--- src/rtl/aqua_fifo_pkg.sv ---
// aqua_fifo_pkg: width helpers and parameter legality check shared by the FIFO slice
package aqua_fifo_pkg;

   function automatic int CLOG2(input int n);
      int r;
      r = 0;
      while ((1 << r) < n) r++;
      return r;
   endfunction

   // pointers carry one extra wrap bit above the address
   function automatic int ptr_bits(input int addr_bits);
      return addr_bits + 1;
   endfunction

   // count spans 0..DEPTH, so it is as wide as a pointer
   function automatic int cnt_bits(input int addr_bits);
      return addr_bits + 1;
   endfunction

   function automatic bit levels_ok(input int addr_bits, input int af, input int ae);
      return (ae >= 0) && (ae < af) && (af >= 1) && (af <= (1 << addr_bits));
   endfunction

endpackage

--- src/rtl/fifo_regfile.sv ---
// fifo_regfile: DEPTH x DATA_BITS storage, one synchronous write port, one asynchronous read port
module fifo_regfile
   import aqua_fifo_pkg::*;
#(
   parameter int DATA_BITS = 8,
   parameter int ADDR_BITS = 4
) (
   input  logic                 clk,
   input  logic                 i_we,
   input  logic [ADDR_BITS-1:0] i_waddr,
   input  logic [DATA_BITS-1:0] i_wdata,
   input  logic [ADDR_BITS-1:0] i_raddr,
   output logic [DATA_BITS-1:0] o_rdata
);

   localparam int DEPTH = 1 << ADDR_BITS;

   logic [DATA_BITS-1:0] r_mem [DEPTH];

   always_ff @(posedge clk)
      if (i_we) r_mem[i_waddr] <= i_wdata;

   assign o_rdata = r_mem[i_raddr];

endmodule

--- src/rtl/sync_fifo_flags.sv ---
// sync_fifo_flags: single-clock FIFO with count, almost flags, overflow/underflow pulses and flush.
// Define SYNC_FIFO_FWFT_EN for first-word-fall-through reads; default is registered read.
module sync_fifo_flags
   import aqua_fifo_pkg::*;
#(
   parameter int DATA_BITS = 8,
   parameter int ADDR_BITS = 4,
   parameter int AF_LEVEL  = 12,
   parameter int AE_LEVEL  = 2
) (
   input  logic                 clk,
   input  logic                 rst_n,
   input  logic                 flush,
   input  logic                 wr_en,
   input  logic [DATA_BITS-1:0] wr_data,
   output logic                 full,
   output logic                 almost_full,
   output logic                 overflow,
   input  logic                 rd_en,
   output logic [DATA_BITS-1:0] rd_data,
   output logic                 rd_valid,
   output logic                 empty,
   output logic                 almost_empty,
   output logic                 underflow,
   output logic [ADDR_BITS:0]   count
);

   localparam int PW = ptr_bits(ADDR_BITS);
   localparam int CW = cnt_bits(ADDR_BITS);

   if (!levels_ok(ADDR_BITS, AF_LEVEL, AE_LEVEL)) begin : g_bad_levels
      $error("sync_fifo_flags: need 0 <= AE_LEVEL < AF_LEVEL <= DEPTH");
   end

   logic [PW-1:0]        r_wr_ptr, r_rd_ptr;
   logic                 r_overflow, r_underflow;
   logic                 w_we, w_re;
   logic [DATA_BITS-1:0] w_head;

   assign empty        = r_wr_ptr == r_rd_ptr;
   assign full         = (r_wr_ptr[PW-2:0] == r_rd_ptr[PW-2:0]) && (r_wr_ptr[PW-1] != r_rd_ptr[PW-1]);
   assign count        = CW'(r_wr_ptr - r_rd_ptr);
   assign almost_full  = count >= CW'(AF_LEVEL);
   assign almost_empty = count <= CW'(AE_LEVEL);
   assign overflow     = r_overflow;
   assign underflow    = r_underflow;
   assign w_we         = wr_en & ~full & ~flush;
   assign w_re         = rd_en & ~empty & ~flush;

   fifo_regfile #(.DATA_BITS(DATA_BITS), .ADDR_BITS(ADDR_BITS)) u_regfile (
      .clk     (clk),
      .i_we    (w_we),
      .i_waddr (r_wr_ptr[PW-2:0]),
      .i_wdata (wr_data),
      .i_raddr (r_rd_ptr[PW-2:0]),
      .o_rdata (w_head)
   );

   // flush wins over both requests and suppresses the error pulses
   always_ff @(posedge clk or negedge rst_n)
      if (!rst_n) begin
         r_wr_ptr    <= '0;
         r_rd_ptr    <= '0;
         r_overflow  <= 1'b0;
         r_underflow <= 1'b0;
      end else begin
         r_wr_ptr    <= flush ? '0 : r_wr_ptr + PW'(w_we);
         r_rd_ptr    <= flush ? '0 : r_rd_ptr + PW'(w_re);
         r_overflow  <= wr_en & full & ~flush;
         r_underflow <= rd_en & empty & ~flush;
      end

`ifdef SYNC_FIFO_FWFT_EN
   assign rd_data  = w_head;
   assign rd_valid = ~empty;
`else
   logic [DATA_BITS-1:0] r_rd_data;
   logic                 r_rd_valid;

   always_ff @(posedge clk or negedge rst_n)
      if (!rst_n) begin
         r_rd_data  <= '0;
         r_rd_valid <= 1'b0;
      end else begin
         r_rd_valid <= w_re;
         if (w_re) r_rd_data <= w_head;
      end

   assign rd_data  = r_rd_data;
   assign rd_valid = r_rd_valid;
`endif

endmodule

--- config.mk ---
export PLATFORM = sky130hd
export DESIGN_NAME = sync_fifo_flags
export DESIGN_NICKNAME = d
export VERILOG_FILES = /design/src/rtl/aqua_fifo_pkg.sv /design/src/rtl/fifo_regfile.sv /design/src/rtl/sync_fifo_flags.sv
export SDC_FILE = /design/constraint.sdc
export NUM_CORES = 1
export LEC_CHECK = 0
export CORE_MARGIN = 2
export CORE_UTILIZATION = 45
export DETAILED_ROUTE_END_ITERATION = 7
export PLACE_DENSITY_LB_ADDON = 0.1
export SLEW_MARGIN = 10
export SYNTH_ARGS = -nofsm -noshare
export SYNTH_HDL_FRONTEND = slang
export SYNTH_HIERARCHICAL = 1
export SYNTH_SLANG_ARGS = --single-unit
--- constraint.sdc ---
create_clock -name clk -period 5 [get_ports clk]
set_clock_uncertainty 0.05 [all_clocks]
set_input_delay 0.75 -clock clk [delete_from_list [all_inputs] [get_ports clk]]
set_output_delay 0.75 -clock clk [all_outputs]
set_load 0.02 [all_outputs]
=== Yosys cells after proc, flatten, opt, wreduce, memory -nomap -nowiden ===
Memory sizes are Yosys's and may differ from the RTL's. A register that Yosys moved wholly into a read port is not among the register bits.
Index checks and enable logic that the tools add are counted.

* Flip-flop bits (word level): 13
* RAM bits: 128
* Input port bits: 13
* Output and inout bits: 20
* Word-level logic and storage cells: 31
* Memories kept: 1

* Add/subtract/negate cells: 3
* Magnitude comparators: 2
* Equality and inequality tests: 3
* Muxes and demuxes: 4
* Bitwise operators: 11
* Reduce and logical (&&, ||, !) cells: 2

{| class="wikitable"
|+ Memories
! name !! depth !! bits a word !! rd ports !! clocked after Yosys merged registers in !! wr ports !! line !! text
|-
| u_regfile.r_mem || 16 || 8 || 1 || 1 || 1 || fifo_regfile.sv:18 || <nowiki>logic [DATA_BITS-1:0] r_mem [DEPTH];</nowiki>
|}

{| class="wikitable"
|+ Operators by type and width
! operator !! number
|-
| 5-bit by 1-bit adder with 5-bit output || 2
|-
| 5-bit two-way mux || 2
|-
| 1-bit AND || 8
|-
| 5-bit equality test || 1
|-
| 5-bit by 4-bit >= comparator with 1-bit output, second input constant || 1
|-
| 5-bit by 2-bit less-or-equal comparator with 1-bit output, second input constant || 1
|-
| 5-bit subtractor || 1
|-
| 4-bit equality test || 1
|-
| 1-bit inverter || 3
|-
| 1-bit two-way mux || 2
|-
| 1-bit logical AND || 1
|-
| 1-bit zero test || 1
|-
| 1-bit != test || 1
|}

=== Longest topological paths before layout ===
Gate-level depths: netlist (run 1).

* Depth in word-level cells: 7
* Mapped depth: 11
* Mapped depth without buffers: 11

=== Cells and area by module ===
Netlist (run 1), hierarchy kept.

{| class="wikitable"
|+ Modules (own cells, without submodules)
! module !! times used !! cells an instance !! area an instance (µm²) !! seq. area each (µm²)
|-
| fifo_regfile || 1 || 221 || 4987.3 || 3843.7
|-
| sync_fifo_flags || 1 || 85 || 1054.8 || 525.5
|}

=== Least setup slack after synthesis (run 1) ===
Ideal clock, no wire load.

* Path type: register -> output
* Start: register r_wr_ptr[0]
* End: output almost_empty
* Data arrival time: 2.235 ns
* Data required time: 4.200 ns
* Setup slack: 1.965 ns
* Stages on the path, launching flop included: 9
* Path buffers: 0
* Cell sequence: dfrtp_1 -> inv_1 -> ha_1 -> inv_1 -> fa_1 -> a21o_1 -> a21oi_2 -> xnor2_1 -> a2111oi_2

* Longest elaborated chain between the ends: 2

{| class="wikitable"
|+ RTL lines
! element !! line !! text
|-
| start, declared || sync_fifo_flags.sv:35 || <nowiki>logic [PW-1:0] r_wr_ptr, r_rd_ptr;</nowiki>
|-
| start signal, assigned || sync_fifo_flags.sv:67 || <nowiki>r_wr_ptr <= flush ? '0 : r_wr_ptr + PW'(w_we);</nowiki>
|-
| 5-bit subtractor || sync_fifo_flags.sv:42 || <nowiki>assign count = CW'(r_wr_ptr - r_rd_ptr);</nowiki>
|-
| net count[4] || sync_fifo_flags.sv:25 || <nowiki>output logic [ADDR_BITS:0] count</nowiki>
|-
| 5-bit by 2-bit less-or-equal comparator with 1-bit output || sync_fifo_flags.sv:44 || <nowiki>assign almost_empty = count <= CW'(AE_LEVEL);</nowiki>
|-
| end, declared || sync_fifo_flags.sv:23 || <nowiki>output logic almost_empty,</nowiki>
|}

The timed path passes the listed nets, and every way through them passes these cells.

=== Final worst setup path (run 1) ===
* Start: register r_wr_ptr[0]
* End: output almost_empty

* Longest elaborated chain between the ends: 2

{| class="wikitable"
|+ RTL lines
! element !! line
|-
| 5-bit subtractor || sync_fifo_flags.sv:42
|-
| 5-bit by 2-bit less-or-equal comparator with 1-bit output || sync_fifo_flags.sv:44
|}

No other way between the ends.

==> run metrics, run 1 <==
vias in the first global route=between 3000 and 4000; Worst EP required=between 4 and 5 ns; RSZ-0062 raised after global routing=no; die span in x=120 um; cell taking the most area after synthesis=edfxtp_1; Post-synth EDFFs=around 130; Core Box Area=0.0132 mm^2; Period minus WS final=3.83 ns; sequential share of the synthesized area=72.3%; clock-pin slew on the worst setup and hold paths=around 0.060 ns; antenna viol nets, final=0; simple-gate portion of the synthesized area=just under 5%; Design Power=2.99 mW; nets@finish=around 380; # resized after CTS=0; DRC Markers=0; Area Growth Syn to Fin=18.5%; 1st-pass router iterations=4; Leak Pwr=2.42 nW; CTS tree=done; Synth async-reset ratio=between 10% and 20%; outcome=complete, no violations; Root Driver=clkbuf_16; Setup Buffers After CTS=0; VDD IR max=0.000205 V; Area after DPL=0.00655 mm^2; CP Launch Type=register; clock buffer count from CTS=17; worst-skew pair later-pin latency=0.41 ns; post-route cell area=slightly above 0.007 mm^2; slowest stage cell, crit path=clkdlybuf4s50_1; number of port buffers=32; DRT iter0 DRCs=approximately 250; vias=around 3000; Total Wirelength=between 10 and 15 mm; Final TNS setup=0 ns; fillcell total=just over 1000; CP cell instances=inv_1 > ha_1 > inv_1 > fa_1 > a21o_1 > a21oi_2 > xnor2_1 > a2111oi_2 > clkdlybuf4s50_1; Hold Crit Class=reg2reg; max-cap viol count=0; Synth Area in Adders=just under 2%; CP Max Fanout=9; critical path class=reg2out; Mapped Area=roughly 0.0060 mm^2; clk sinks=approximately 150; GRT overflow=0; area occupied by multi-input gates=0.00155 mm^2; commonest cells in the netlist=edfxtp_1, dfrtp_1, nor2_1, mux4_2, a22oi_1; num rows=42; Max clock buf depth=2; measured slew at the worst slew-check pin=slightly above 1 ns; CP Buf/Inv Count=3; count leader, synth=edfxtp_1; max incr delay on CP=0.65 ns; Ys Warns=6; GPL Wtd Cong=0.769; Layout Utilization=about 54%; Synth Flop Type=edfxtp_1; Seq cells post-synth=149; share of layout cells above drive strength 1=19.5%; htree depth=4; Die H=120 um; initial antenna violation count=0; Slew HR=a little under a third; routed len/inst=roughly 21 um; Synth Area in XOR/XNOR=around 1.6%; Hold Violations, Final=0; GRT Total Usage=between 10% and 20%; cell count after synthesis=306; Setup-failing EPs final=0; Top delay family on crit path=buffers and inverters; most used cell, CP=inv_1; first-pass GRT wire length=~18 mm; top cells by area, synth=edfxtp_1, dfrtp_1, mux4_2; Synth cell types=37; Arr. time, crit path=~3.0 ns; Vias/cell=between 5 and 6; Die Area=around 0.014 mm^2; Starting Density=about 46%; FMAX=around 260 MHz; mux contribution to synthesized area=14.3%; final period utilization=roughly 77%; FF+latch area=~0.0044 mm^2; Yosys top cell area share=between 60% and 70%; # IOs=33; complex-gate fraction of the synthesized area=2.90%; HPWL Detailed=7.42 mm; largest family of logic cells by synthesized area=multiplexers; hold-fix buffer count after cts=0; Max Slew Vio Count=0; Ant. Diodes=0; worst hold slack=about 0.45 ns; crit end category=output port; Synth Area per Inst=19.7 um^2; Power Density=between 400 and 500 mW/mm^2; Syn Nets=around 330; largest net degree at the start of global routing=35
==> cell usage in the layout, fill, tap and decap left out, types with 2 or more instances in the layout <==
cell type	instances
a21o_2	2
a22oi_1	16
buf_4	7
bufinv_16	4
clkbuf_16	17
clkdlybuf4s50_1	32
clkinv_1	2
clkinv_2	2
clkinvlp_4	4
dfrtp_1	20
edfxtp_1	128
ha_1	8
inv_1	8
mux2_2	8
mux4_1	14
mux4_2	18
nand2_1	10
nand2b_1	2
nand3_1	5
nand3b_1	2
nor2_1	20
nor2b_1	5
nor3_1	4
nor3b_1	2
xnor2_1	5
xor2_1	4
==> metrics by stage <==
step | setup WS (ns) | instances
after floorplan | 1.97 | 306
after global placement | 1.58 | 510
after detailed placement | 1.54 | 510
after CTS | 1.13 | 541
after global routing | 0.936 | 541
final | 1.17 | 541
==> metal layers <==
layer	part of all wire [%]	track usage (%)	vias to the layer above
li1	-	-	1334
met1	46	25.0	1524
met2	48	27.5	95
met3	5.1	4.75	4
met4	0.51	6.84	0
met5	0	0	-
==> power by group <==
group | switching (mW) | internal, mW
Sequential | 0.0187 | 1.39
Clock | 0.480 | 0.827
Combinational | 0.136 | 0.140
Total | 0.634 | 2.36
==> sequential cells by signal, indices dropped and copies added (netlist names) <==
name	flops
overflow	1
rd_data	8
u_regfile/r_mem	128
underflow	1
r_rd_ptr	5
rd_valid	1
r_wr_ptr	5
==> layout make-up <==
| type | count | share of cell area [%] |
|---|---|---|
| sequential | 149 | 61.1 |
| multi-input combinational | 138 | 21.7 |
| clock buffer | 17 | 5.94 |
| timing repair buffer | 39 | 5.21 |
| tap | 176 | 3.08 |
| clock inverter | 14 | 2.59 |
| inverter | 8 | 0.420 |
==> logic make-up after synthesis <==
kind of cell               Yosys count
xor gates and xnor gates            10
AOI/OAI and AO/OA                   22
muxes                               40
adders and majority gates            9
buffers and inverters               19
DFF                                149
and+or+nand+nor                     57
==> worst paths after layout <==
kind	to	cells past startpoint	startpoint	slack, ns
worst max register to register	u_regfile/r_mem[3][7]	7	r_rd_ptr[2]	1.70
worst min-delay path	rd_data[4]	1	rd_data[4]	0.45
worst min register to register	rd_data[4]	1	rd_data[4]	0.45
min in group asynchronous	overflow	1	rst_n	0.81
max in group asynchronous	r_rd_ptr[0]	1	rst_n	3.46
worst max-delay path	almost_empty	9	r_wr_ptr[0]	1.17
Note: power is estimated with default switching activity, not from simulation.
==> inputs of run 2 (changes only) <==
==> constraint.sdc (replaced) <==
create_clock -name clk -period 4 [get_ports clk]
set_clock_uncertainty 0.05 [all_clocks]
set_input_delay 0.6 -clock clk [delete_from_list [all_inputs] [get_ports clk]]
set_output_delay 0.6 -clock clk [all_outputs]
set_load 0.02 [all_outputs]
==> run 2 against run 1 <==
Effect of this change: worst hold slack gained 0.0017 ns; utilization grew 0.14 points; flip-flop and latch count is the same; cell area grew 0.26%; non-clock buffer count grew 12; cell count grew 2.4%.
==> run metrics, run 2 (synthesized netlist as in run 1, its figures left out) <==
Power Density=a little under 500 mW/mm^2; vias=2985; Area after DPL=0.00664 mm^2; Layout Utilization=a little over half; hold-fix buffer count after cts=0; Area Growth Syn to Fin=18.8%; max-cap viol count=0; most frequent cells in the layout=edfxtp_1, clkdlybuf4s50_1, nor2_1, dfrtp_1, buf_4; DP Worst Slack=0.783 ns; GPL Wtd Cong=slightly below 0.8; Die H=around 120 um; Sw Ratio=22.4%; Arr. time, crit path=around 3 ns; VDD IR max=around 0.00029 V; nets@finish=387; critical path class=reg2out; RSZ-0062 raised after global routing=no; Worst EP required=roughly 3.4 ns; sequential share of power=slightly below 50%; routed len/inst=~21 um; HPWL Detailed=around 7.4 mm; Core Box Area=approximately 0.013 mm^2; number of port buffers=32; die span in x=120 um; DRC Markers=0; htree depth=4; DRT iter0 DRCs=roughly 240; Root Driver=clkbuf_16; Period minus WS final=between 3 and 4 ns; Internal=between 2 and 3 mW; worst-skew pair later-pin latency=about 0.42 ns; setup slack after layout=0.352 ns; Hold Violations, Final=0; CTS tree=done; switching component of the power=approximately 800 uW; Max clock buf depth=2; Setup-failing EPs final=0; initial antenna violation count=0; outcome=complete, no violations; Hold Crit Class=reg2reg; clock buffer count from CTS=17; clk sinks=approximately 150; FMAX=roughly 270 MHz; Vias/cell=between 5 and 6; largest net degree at the start of global routing=35; GRT Total Usage=approximately 18%; Ant. Diodes=0; Leak Pwr=roughly 2.4 nW; Starting Density=between 40% and 50%; power share of the combinational group=around a tenth; 1st-pass router iterations=4; vias in the first global route=3025; final period utilization=91.2%; # resized after CTS=0; post-route cell area=0.00718 mm^2; Die Area=~0.014 mm^2; Max Slew Vio Count=0; Final TNS setup=0 ns; # IOs=33; commonest non-fill, non-tap cell in the layout=edfxtp_1; Setup Buffers After CTS=0; num rows=42; Largest register FFs=128; measured slew at the worst slew-check pin=0.967 ns; Total Wirelength=11.6 mm; crit end category=output port; CP Max Fanout=9; share of layout cells above drive strength 1=21.2%; clock-pin slew on the worst setup and hold paths=approximately 0.060 ns; Most flops, register=u_regfile/r_mem; part of the power in the clock network=slightly above 40%; first-pass GRT wire length=roughly 18 mm; Design Power=around 3.6 mW; antenna viol nets, final=0; CP Launch Type=register; fillcell total=approximately 1000; Slew HR=between 30% and 40%; GRT overflow=0
## run 2: cell types whose count changed in the layout (fill, tap and decap cells not counted)
cell | before | now
clkinv_2 | 2 | 1
clkinv_4 | 1 | 0
bufinv_16 | 4 | 1
clkbuf_1 | 0 | 1
buf_4 | 7 | 19
inv_6 | 1 | 3
clkinv_1 | 2 | 5
## run 2: cell type report
type,instances,area [um^2],share of cell area [%]
sequential,149,4370,60.9
multi-input combinational,138,1550,21.6
timing repair buffer,51,463,6.45
clock buffer,18,429,5.98
tap,176,220,3.07
clock inverter,14,110,1.53
inverter,8,30.0,0.418
## run 2: stage by stage
step           cells  hold slack [ns]
2_1_floorplan    306            0.254
3_3_place_gp     522            0.438
3_5_place_dp     522            0.443
4_1_cts          554            0.457
5_1_grt          554            0.480
6_report         554            0.455
## run 2: power by group through the flow
stage          Combinational [mW]  Clock, mW  Sequential [mW]
6_report                    0.346       1.45             1.76
5_1_grt                     0.375       1.55             1.77
3_3_place_gp                0.348          0             1.79
3_5_place_dp                0.351          0             1.79
4_1_cts                     0.352       1.48             1.76
2_1_floorplan               0.138          0             1.84
## run 2: worst paths after layout
path / endpoint / slack (ns) / depth (start not counted) / startpoint
hold reg to reg: rd_data[5] / 0.46 / 1 / rd_data[5]
min in group asynchronous: overflow / 0.67 / 1 / rst_n
setup reg to reg: u_regfile/r_mem[0][5] / 0.98 / 7 / r_wr_ptr[2]
setup / recovery: almost_empty / 0.35 / 9 / r_wr_ptr[0]
hold / removal: rd_data[5] / 0.46 / 1 / rd_data[5]
max in group asynchronous: r_rd_ptr[0] / 2.58 / 1 / rst_n
## run 2: worst max-delay path, stage by stage (launching register included)
cell and delay, ns:
dfrtp_1 0.47, inv_1 0.09, ha_1 0.14, inv_1 0.05, fa_1 0.40, a21o_1 0.19, a21oi_2 0.14, xnor2_1 0.12
a2111oi_2 0.33, clkdlybuf4s50_1 0.65
## run 2: metal layers
layer  vias to the layer above  share of wire, %  track usage (%)
li1                       1358                 -                -
met1                      1518                45             24.9
met2                        92                47             26.6
met3                        17               5.5             4.09
met4                         0               1.9             7.06
met5                         -                 0                0
==> inputs of run 3 (changes only) <==
--- a/config.mk
+++ b/config.mk
@@ -8,6 +8,7 @@
 export CORE_MARGIN = 2
 export CORE_UTILIZATION = 45
 export DETAILED_ROUTE_END_ITERATION = 7
+export MAX_ROUTING_LAYER = met4
 export PLACE_DENSITY_LB_ADDON = 0.1
 export SLEW_MARGIN = 10
 export SYNTH_ARGS = -nofsm -noshare
==> run 3 against run 2 <==
Effect of this change: critical endpoint unchanged; clock power about the same; sequential power hardly changed; fmax is 0.11% higher; die area unchanged; flip-flop and latch count unchanged; sequential share of layout area is the same; highest routed layer unchanged; global-route usage is 0.55 points higher; worst hold slack hardly changed.
==> run metrics, run 3 (synthesized netlist as in run 1, its figures left out) <==
outcome=complete, no violations; Leak Pwr=roughly 2.4 nW; CP Buf/Inv Count=3; switching component of the power=~800 uW; first-pass GRT wire length=between 15 and 20 mm; DRC Markers=0; vias in the first global route=a little over 3000; Hold Crit Class=reg2reg; max-cap viol count=0; DRT iter0 DRCs=roughly 220; part of the power in the clock network=40.8%; Largest register FFs=between 100 and 150; Core Box Area=0.0132 mm^2; number of port buffers=32; CP Launch Type=register; Die H=between 100 and 150 um; Power Density=a little under 500 mW/mm^2; Top delay family on crit path=buffers and inverters; Final TNS setup=0 ns; clock buffer count from CTS=17; R2R Setup Slk=slightly below 1 ns; Vias/cell=5.43; Root Driver=clkbuf_16; most used cell, CP=inv_1; Design Power=3.56 mW; reg2reg path depth=7; DR WL met2=roughly 5.5 mm; measured slew at the worst slew-check pin=roughly 0.97 ns; sequential share of power=around 50%; CP endpoint=almost_empty; met3 WL=706 um; antenna viol nets, final=0; htree depth=4; Period minus WS final=roughly 3.6 ns; clk sinks=about 150; VDD IR max=0.000288 V; Non-Filler Instances=roughly 550; Setup-failing EPs final=0; hold-fix buffer count after cts=0; Layout Utilization=a little over half; Setup Buffers After CTS=0; Area after DPL=0.00664 mm^2; min-delay src=rd_data[5]; Total Wirelength=between 10 and 15 mm; clock-pin slew on the worst setup and hold paths=approximately 0.060 ns; CP Max Fanout=9; reg2reg start=r_wr_ptr[2]; power share of the combinational group=9.7%; max incr delay on CP=between 0.6 and 0.7 ns; vias=between 3000 and 4000; Max Slew Vio Count=0; die span in x=~120 um; Die Area=0.0144 mm^2; Slew HR=a little over a third; Critical path origin=r_wr_ptr[0]; Arr. time, crit path=2.99 ns; Max clock buf depth=2; Area Growth Syn to Fin=18.8%; cell depth of the worst setup path=9; # resized after CTS=0; most frequent cells in the layout=edfxtp_1, clkdlybuf4s50_1, nor2_1, dfrtp_1, buf_4; FMAX=~270 MHz; Internal=2.76 mW; CP cell instances=inv_1 > ha_1 > inv_1 > fa_1 > a21o_1 > a21oi_2 > xnor2_1 > a2111oi_2 > clkdlybuf4s50_1; nets@finish=between 300 and 400; Cells after DPL=522; critical path class=reg2out; 1st-pass router iterations=4; HPWL Detailed=around 7.4 mm; final period utilization=91.1%; RSZ-0062 raised after global routing=no; Starting Density=between 40% and 50%; slowest stage cell, crit path=clkdlybuf4s50_1; # IOs=33; post-route cell area=0.00718 mm^2; CTS tree=done; GRT Total Usage=a little under a fifth; initial antenna violation count=0; GRT overflow=0; Most flops, register=u_regfile/r_mem; Worst EP required=3.35 ns; Sw Ratio=roughly 22%; largest net degree at the start of global routing=35; wire length on met1=around 5 mm; Top Layer Used=met4; Ant. Diodes=0; Hold Violations, Final=0; share of layout cells above drive strength 1=between 20% and 30%; RR Endpoint=u_regfile/r_mem[0][5]; routed len/inst=around 21 um; GPL Wtd Cong=a little under 0.8; commonest non-fill, non-tap cell in the layout=edfxtp_1; crit end category=output port; num rows=42; worst-skew pair later-pin latency=about 0.42 ns
==> run 3: cell counts in the layout (fill, tap and decap cells not counted) <==
Identical to the previous run, type by type.
==> run 3: power groups by stage <==
| stage | Clock (mW) | Sequential [mW] | Combinational [mW] |
|---|---|---|---|
| 2_1_floorplan | 0 | 1.84 | 0.138 |
| 6_report | 1.45 | 1.76 | 0.346 |
| 3_5_place_dp | 0 | 1.79 | 0.351 |
| 5_1_grt | 1.55 | 1.77 | 0.375 |
| 3_3_place_gp | 0 | 1.79 | 0.348 |
| 4_1_cts | 1.48 | 1.76 | 0.352 |
==> run 3: worst min path at each step <==
| stage | to | slack [ns] | depth (start not counted) |
|---|---|---|---|
| 2_1_floorplan | overflow | 0.25 | 0 |
| 3_3_place_gp | rd_data[4] | 0.44 | 1 |
| 3_5_place_dp | rd_data[5] | 0.44 | 1 |
| 4_1_cts | rd_data[5] | 0.46 | 1 |
| 5_1_grt | rd_data[3] | 0.48 | 1 |
| 6_report | rd_data[5] | 0.45 | 1 |
==> run 3: cell type report <==
type	instances	area (um^2)
Fill cell	1040	6010
Sequential cell	149	4370
Multi-Input combinational cell	138	1550
Timing Repair Buffer	51	463
Clock buffer	18	429
Tap cell	176	220
Clock inverter	14	110
Inverter	8	30.0
==> run 3: metal layers <==
metal	GRT usage, %	vias to the layer above
li1	-	1359
met1	24.9	1529
met2	26.6	103
met3	4.23	16
met4	7.06	0
met5	-	-
==> run 3: stage by stage <==
stage	hold slack, ns	setup slack [ns]
after floorplan	0.254	0.993
after global placement	0.438	0.813
after detailed placement	0.443	0.783
after CTS	0.457	0.317
after global routing	0.480	0.170
final	0.455	0.356
==> run 3: worst reg2reg max path, stage by stage (launching register included) <==
cell and delay, ns:
dfrtp_1 0.49, ha_1 0.43, nand4_1 0.14, nor2_1 0.07, nor3b_1 0.53, or3b_2 0.55
nor3_1 0.22, buf_4 0.24
